==> config.mk <==
export PLATFORM = sky130hd
export DESIGN_NAME = i2c_master_ctrl
export DESIGN_NICKNAME = d
export VERILOG_FILES = /design/src/rtl/i2c_master_ctrl.sv
export SDC_FILE = /design/constraint.sdc
export NUM_CORES = 1
export LEC_CHECK = 0
export ABC_AREA = 1
export CORE_UTILIZATION = 41
export CTS_CLUSTER_SIZE = 8
export DETAILED_ROUTE_END_ITERATION = 16
export GPL_TIMING_DRIVEN = 0
export PLACE_DENSITY = 0.71
export SLEW_MARGIN = 0
export SYNTH_ARGS = -nofsm -noshare
export SYNTH_HDL_FRONTEND = slang
export SYNTH_SLANG_ARGS = --single-unit
==> constraint.sdc <==
create_clock -name clk -period 2.1 [get_ports clk]
set_input_delay 0.525 -clock clk [delete_from_list [all_inputs] [get_ports clk]]
set_output_delay 0.525 -clock clk [all_outputs]
set_load 0.1 [all_outputs]
==> src/rtl/i2c_master_ctrl.sv <==
// i2c_master_ctrl: single-master I2C controller, one byte per command, open-drain outputs
module i2c_master_ctrl #(
  parameter int CLK_DIV = 4
) (
  input  logic       clk,
  input  logic       rst_n,
  input  logic       cmd_valid,
  output logic       cmd_ready,
  input  logic [6:0] cmd_addr,
  input  logic       cmd_rw,
  input  logic [7:0] cmd_wdata,
  input  logic       cmd_stop,
  output logic       rsp_valid,
  output logic [7:0] rsp_rdata,
  output logic       rsp_nack,
  output logic       busy,
  output logic       scl_oe,
  output logic       sda_oe,
  input  logic       scl_in,
  input  logic       sda_in
);
  localparam int DW = $clog2(CLK_DIV);
  localparam logic [DW-1:0] DMAX = DW'(CLK_DIV - 1);
  typedef enum logic [3:0] {
    IDLE, START, ADDR, ADDR_ACK, WDATA, WDATA_ACK, RDATA, RDATA_ACK, STOP, HOLD, RSTART
  } state_t;
  state_t state_q, state_d;
  logic [DW-1:0] div_q, div_d;
  logic [1:0] ph_q, ph_d;
  logic [2:0] bit_q, bit_d;
  logic [7:0] ab_q, ab_d, wd_q, wd_d, sh_q, sh_d, rsp_rdata_q, rsp_rdata_d;
  logic stop_q, stop_d, nack_q, nack_d, rsp_valid_q, rsp_valid_d, rsp_nack_q, rsp_nack_d;
  logic slot, frz, tick, last, smp, accept, done;
  assign busy      = state_q != IDLE;
  assign cmd_ready = state_q == IDLE || state_q == HOLD;
  assign accept    = cmd_valid && cmd_ready;
  assign slot      = state_q inside {ADDR, ADDR_ACK, WDATA, WDATA_ACK, RDATA, RDATA_ACK};
  // a slave holding SCL low while we have released it stalls the bit clock
  assign frz       = !scl_in && ((slot && ph_q == 2'd2) || (state_q == RSTART && ph_q == 2'd1));
  assign tick      = busy && !frz && div_q == DMAX;
  assign last      = tick && ph_q == 2'd3;
  assign smp       = tick && ph_q == 2'd2;
  assign rsp_valid = rsp_valid_q;
  assign rsp_rdata = rsp_rdata_q;
  assign rsp_nack  = rsp_nack_q;
  assign scl_oe    = slot ? !ph_q[1] : state_q == STOP ? ph_q == 2'd0
                   : state_q == HOLD || (state_q == RSTART && ph_q == 2'd0);
  assign sda_oe    = state_q == START || (state_q == ADDR && !ab_q[~bit_q])
                   || (state_q == WDATA && !wd_q[~bit_q]) || (state_q == STOP && !ph_q[1]);
  always_comb begin
    state_d = state_q;
    done    = 1'b0;
    case (state_q)
      IDLE:      if (accept) state_d = START;
      START:     if (tick && ph_q[0]) state_d = ADDR;
      ADDR:      if (last && &bit_q) state_d = ADDR_ACK;
      ADDR_ACK:  if (last) state_d = nack_q ? STOP : ab_q[0] ? RDATA : WDATA;
      WDATA:     if (last && &bit_q) state_d = WDATA_ACK;
      RDATA:     if (last && &bit_q) state_d = RDATA_ACK;
      WDATA_ACK, RDATA_ACK: if (last) begin
        state_d = (stop_q || nack_q) ? STOP : HOLD;
        done    = !(stop_q || nack_q);
      end
      STOP:      if (tick && ph_q == 2'd3) begin
        state_d = IDLE;
        done    = 1'b1;
      end
      HOLD:      if (accept) state_d = RSTART;
      RSTART:    if (tick && ph_q[0]) state_d = START;
      default:   state_d = IDLE;
    endcase
  end
  always_comb begin
    div_d       = accept ? '0 : (busy && !frz) ? (div_q == DMAX ? '0 : div_q + 1'b1) : div_q;
    ph_d        = state_d != state_q ? 2'd0 : tick ? ph_q + 2'd1 : ph_q;
    bit_d       = state_d != state_q ? 3'd0 : last ? bit_q + 3'd1 : bit_q;
    ab_d        = accept ? {cmd_addr, cmd_rw} : ab_q;
    wd_d        = accept ? cmd_wdata : wd_q;
    stop_d      = accept ? cmd_stop : stop_q;
    nack_d      = accept ? 1'b0 : (smp && (state_q == ADDR_ACK || state_q == WDATA_ACK)) ? nack_q | sda_in : nack_q;
    sh_d        = (smp && state_q == RDATA) ? {sh_q[6:0], sda_in} : sh_q;
    rsp_valid_d = done;
    rsp_nack_d  = done ? nack_q : rsp_nack_q;
    rsp_rdata_d = (done && ab_q[0] && !nack_q) ? sh_q : rsp_rdata_q;
  end
  always_ff @(posedge clk or negedge rst_n) begin
    if (!rst_n) begin
      state_q     <= IDLE;
      div_q       <= '0;
      ph_q        <= 2'd0;
      bit_q       <= 3'd0;
      ab_q        <= 8'd0;
      wd_q        <= 8'd0;
      sh_q        <= 8'd0;
      stop_q      <= 1'b0;
      nack_q      <= 1'b0;
      rsp_valid_q <= 1'b0;
      rsp_nack_q  <= 1'b0;
      rsp_rdata_q <= 8'd0;
    end else begin
      state_q     <= state_d;
      div_q       <= div_d;
      ph_q        <= ph_d;
      bit_q       <= bit_d;
      ab_q        <= ab_d;
      wd_q        <= wd_d;
      sh_q        <= sh_d;
      stop_q      <= stop_d;
      nack_q      <= nack_d;
      rsp_valid_q <= rsp_valid_d;
      rsp_nack_q  <= rsp_nack_d;
      rsp_rdata_q <= rsp_rdata_d;
    end
  end
endmodule
==> reports/qor.yml <==
status:
  outcome: "complete, but fails checks"
  violations: "negative setup slack"
global_route:
  grt_pass1_vias: 2117
  antenna_found_initial: 0
  grt_pass1_wl_mm: 9.680
  grt_max_degree: 31
  grt_overflow_total: 0
  track_usage_pct: 19.63
drt:
  num_vias: 2157
  routed_via_density: 4.858
  drt-wirelength-per-cell_um: 12.78
  ant_nets: 0
  drc: 0
  first_pass_iters: 4
  drtIter0Drc: 139
  wirelength_mm: 5.673
synth:
  ys_types: 31
  yosysSeqAreaShare_pct: 46.26
  synthesis.nets: 347
  ys_ff_latch: 47
  syn_inst: 318
  synthesis.area_um2: 2542
  syn_avg_cell_area_um2: 7.995
  yosys_warnings: 0
clock_tree:
  cts_sinks: 47
  h-tree-depth: 2
  cts_tree: "built"
  clock-root-buffer: "clkbuf_8"
  cts.clk_slew.worst_paths_ns: 0.10
  clock_path_buffers: 2
  cts_hold_buf: 0
  numCtsBuffers: 5
  clk-insertion-delay-late_ns: 0.31
final_layout:
  final_util_pct: 54.85
  final_nets: 397
  drive_gt1_share_pct: 20.60
  synthToLayoutAreaGrowth_pct: 28.49
  antenna_cells: 0
worst_setup_path:
  cp_slowest_stage_delay_ns: 0.42
  path_depth: 10
  crit_chain: "buf_8 -> inv_6 -> nor2_1 -> nor2_1 -> o21ai_1 -> a21oi_1 -> a21oi_1 -> nand3_1 -> nand4_1 -> buf_8"
  critPathCapture: "sda_oe"
  worstReg2RegEnd: "bit_q[2]$_DFFE_PN0P_"
  cp_max_fo: 10
  rr_startpoint: "state_q[2]$_DFF_PN0_"
  crit_slowest_cell: "dfrtp_1"
  worst-path-buf-inv: 3
  cp.required_ns: 1.57
  crit_start: "bit_q[0]$_DFFE_PN0P_"
  crit_type: "flop to primary output"
  endpoint_kind: "primary output"
  arrival_ns: 1.75
  r2r_cells: 14
  ff2ff_setup_slack_ns: 0.08
  path_delay_family: "buffers and inverters"
  cp-start-kind: "flop"
sta:
  relSlewSlack_pct: 36.77
  final.setup.worst_slack_ns: -0.1745
  max_freq_mhz: 439.7
  tightest_slew_ns: 0.9523
  finalSetupViolations: 1
  tns_ns: -0.1745
  holdWs_ns: 0.1426
  slew_viol_final: 0
  fin_crit_sh_pct: 108.3
  post-route-min-period_ns: 2.275
  hold_viol: 0
  fin_skew_ns: 0.009551
  rsz0062_at_grt: "true"
min_path:
  min_path_type: "input port to async pin"
power_and_ir_drop:
  p_leak_uw: 0.001674
  power_density_nw_per_um2: 1170
  irDropWorstVdd_mv: 0.8746
die:
  dieArea_um2: 6520
  die_h_um: 80.75
  placementRows: 28
  io_pins: 36
  die_w_um: 80.75
  start_util_pct: 42.69
  core-area_um2: 5956
placed_design:
  numPortBuffers: 35
  dpl.hpwl_mm: 4.307
  gp_congestion: 0.9343
  place_ws_ns: -0.8741
flow_run:
  drv_cap: 0
==> layout make-up <==
type                    count  area (um^2)
repair buffers             43        420.4
clock buffers               5        68.82
multi-input cells         226         1266
well taps                  75        93.84
fillers                   561         2689
plain buffers               9        73.82
clock inverters             3        22.52
flip-flops and latches     47         1179
inverters                  36        142.6
==> worst min-delay path by stage <==
stage | to | cells after the start
final | sh_q[5]$_DFFE_PN0P_ | 1
after global routing | ab_q[2]$_DFFE_PN0P_ | 1
after CTS | sh_q[2]$_DFFE_PN0P_ | 1
after detailed placement | wd_q[2]$_DFFE_PN0P_ | 2
after global placement | sh_q[1]$_DFFE_PN0P_ | 2
after floorplan | ab_q[0]$_DFFE_PN0P_ | 0
==> through the flow <==
| stage | area [um^2] | std cells | power, uW |
|---|---|---|---|
| floorplan | 2569 | 318 | 2622 |
| global placement | 3013 | 428 | 3025 |
| detailed placement | 3028 | 429 | 3061 |
| CTS | 3134 | 439 | 3683 |
| global route | 3267 | 444 | 4091 |
| finish | 3267 | 444 | 3823 |
==> logic make-up (layout without fill, tap and decap cells) <==
logic type      Yosys count  after routing  share of synthesized area [%]
compound gates           48             48                          10.53
xor+xnor                  2              2                         0.6891
fa+ha+maj                 7              7                          3.445
buf+inv                  45             96                          7.431
flops                    47             47                          46.26
simple gates            169            169                          31.64
==> cells in the mapped netlist <==
cell | n | share of area (%)
dfrtp_1 | 47 | 46
nor3_2 | 5 | 2.0
nand3_2 | 1 | 0.39
o31a_2 | 1 | 0.39
clkbuf_1 | 2 | 0.30
a21oi_1 | 4 | 0.79
nor2_1 | 21 | 3.1
nand2_4 | 4 | 1.8
nand3_1 | 9 | 1.8
buf_6 | 1 | 0.44
nand4_1 | 4 | 0.98
buf_2 | 4 | 0.79
nand4_2 | 1 | 0.49
inv_2 | 3 | 0.44
nor2_4 | 1 | 0.44
inv_1 | 33 | 4.9
o21ai_0 | 24 | 4.7
o21bai_1 | 1 | 0.30
nor3_4 | 1 | 0.64
nand2_2 | 9 | 2.2
o21bai_4 | 1 | 0.74
ha_1 | 7 | 3.4
buf_4 | 2 | 0.59
nor2_2 | 3 | 0.74
o211ai_1 | 1 | 0.30
nor3_1 | 4 | 0.79
o21ai_1 | 13 | 2.6
xor2_1 | 2 | 0.69
o22ai_1 | 3 | 0.74
nand4_4 | 1 | 0.84
nand2_1 | 105 | 16
==> layer usage <==
metal	vias up	routed length, um	share of wire [%]	track usage, %
li1	1108	-	-	-
met1	982	2576	45	24.91
met2	57	2744	48	32.97
met3	10	235	4.1	3.708
met4	0	117	2.1	7.857
met5	-	0	0	0
==> placed cells by master (no fill, tap or decap), types with 5 or more instances in the layout <==
cell and n:
nand2_1 102, dfrtp_1 45, inv_1 31, o21ai_0 20, clkdlybuf4s50_1 20, nor2_1 18
o21ai_1 15, buf_4 11, nand2_2 10, dlygate4sd2_1 9, nand3_1 8, nand2_4 6
nor2_4 5, ha_1 5, clkbuf_8 5
==> worst register-to-register path, cell delays in order, from the launching register on <==
cell,delay [ns]
dfrtp_1,0.51
nand2_4,0.15
nand2_2,0.07
nand2_2,0.06
nand2_2,0.06
nand2_4,0.11
nand4_4,0.14
buf_8,0.18
nand2_2,0.06
nand3_2,0.09
nand2_2,0.09
nand2_1,0.06
nand2_2,0.08
nand2_4,0.10
nor3_2,0.19
==> power breakdown <==
group | total, uW | internal (uW) | switching, uW | leakage, uW
combinational | 1950 | 621 | 1330 | 0.00105
clock | 574 | 239 | 335 | 0.0000485
sequential | 1290 | 1140 | 152 | 0.000578
==> timing repair <==
action | 4_1_cts | 5_1_grt
pin swaps | 2 | 9
setup buffers | 2 | 5
endpoints found under the setup margin | 27 | 26
gates resized for setup | 40 | 31
==> flip-flops by register name, indices dropped and copies added (netlist names) <==
signal,flops
ph_q,2
rsp_rdata,8
rsp_valid,1
nack_q,1
state_q,4
stop_q,1
bit_q,3
rsp_nack,1
wd_q,8
ab_q,8
div_q,2
sh_q,8
Power figures use the tool's default switching activity.
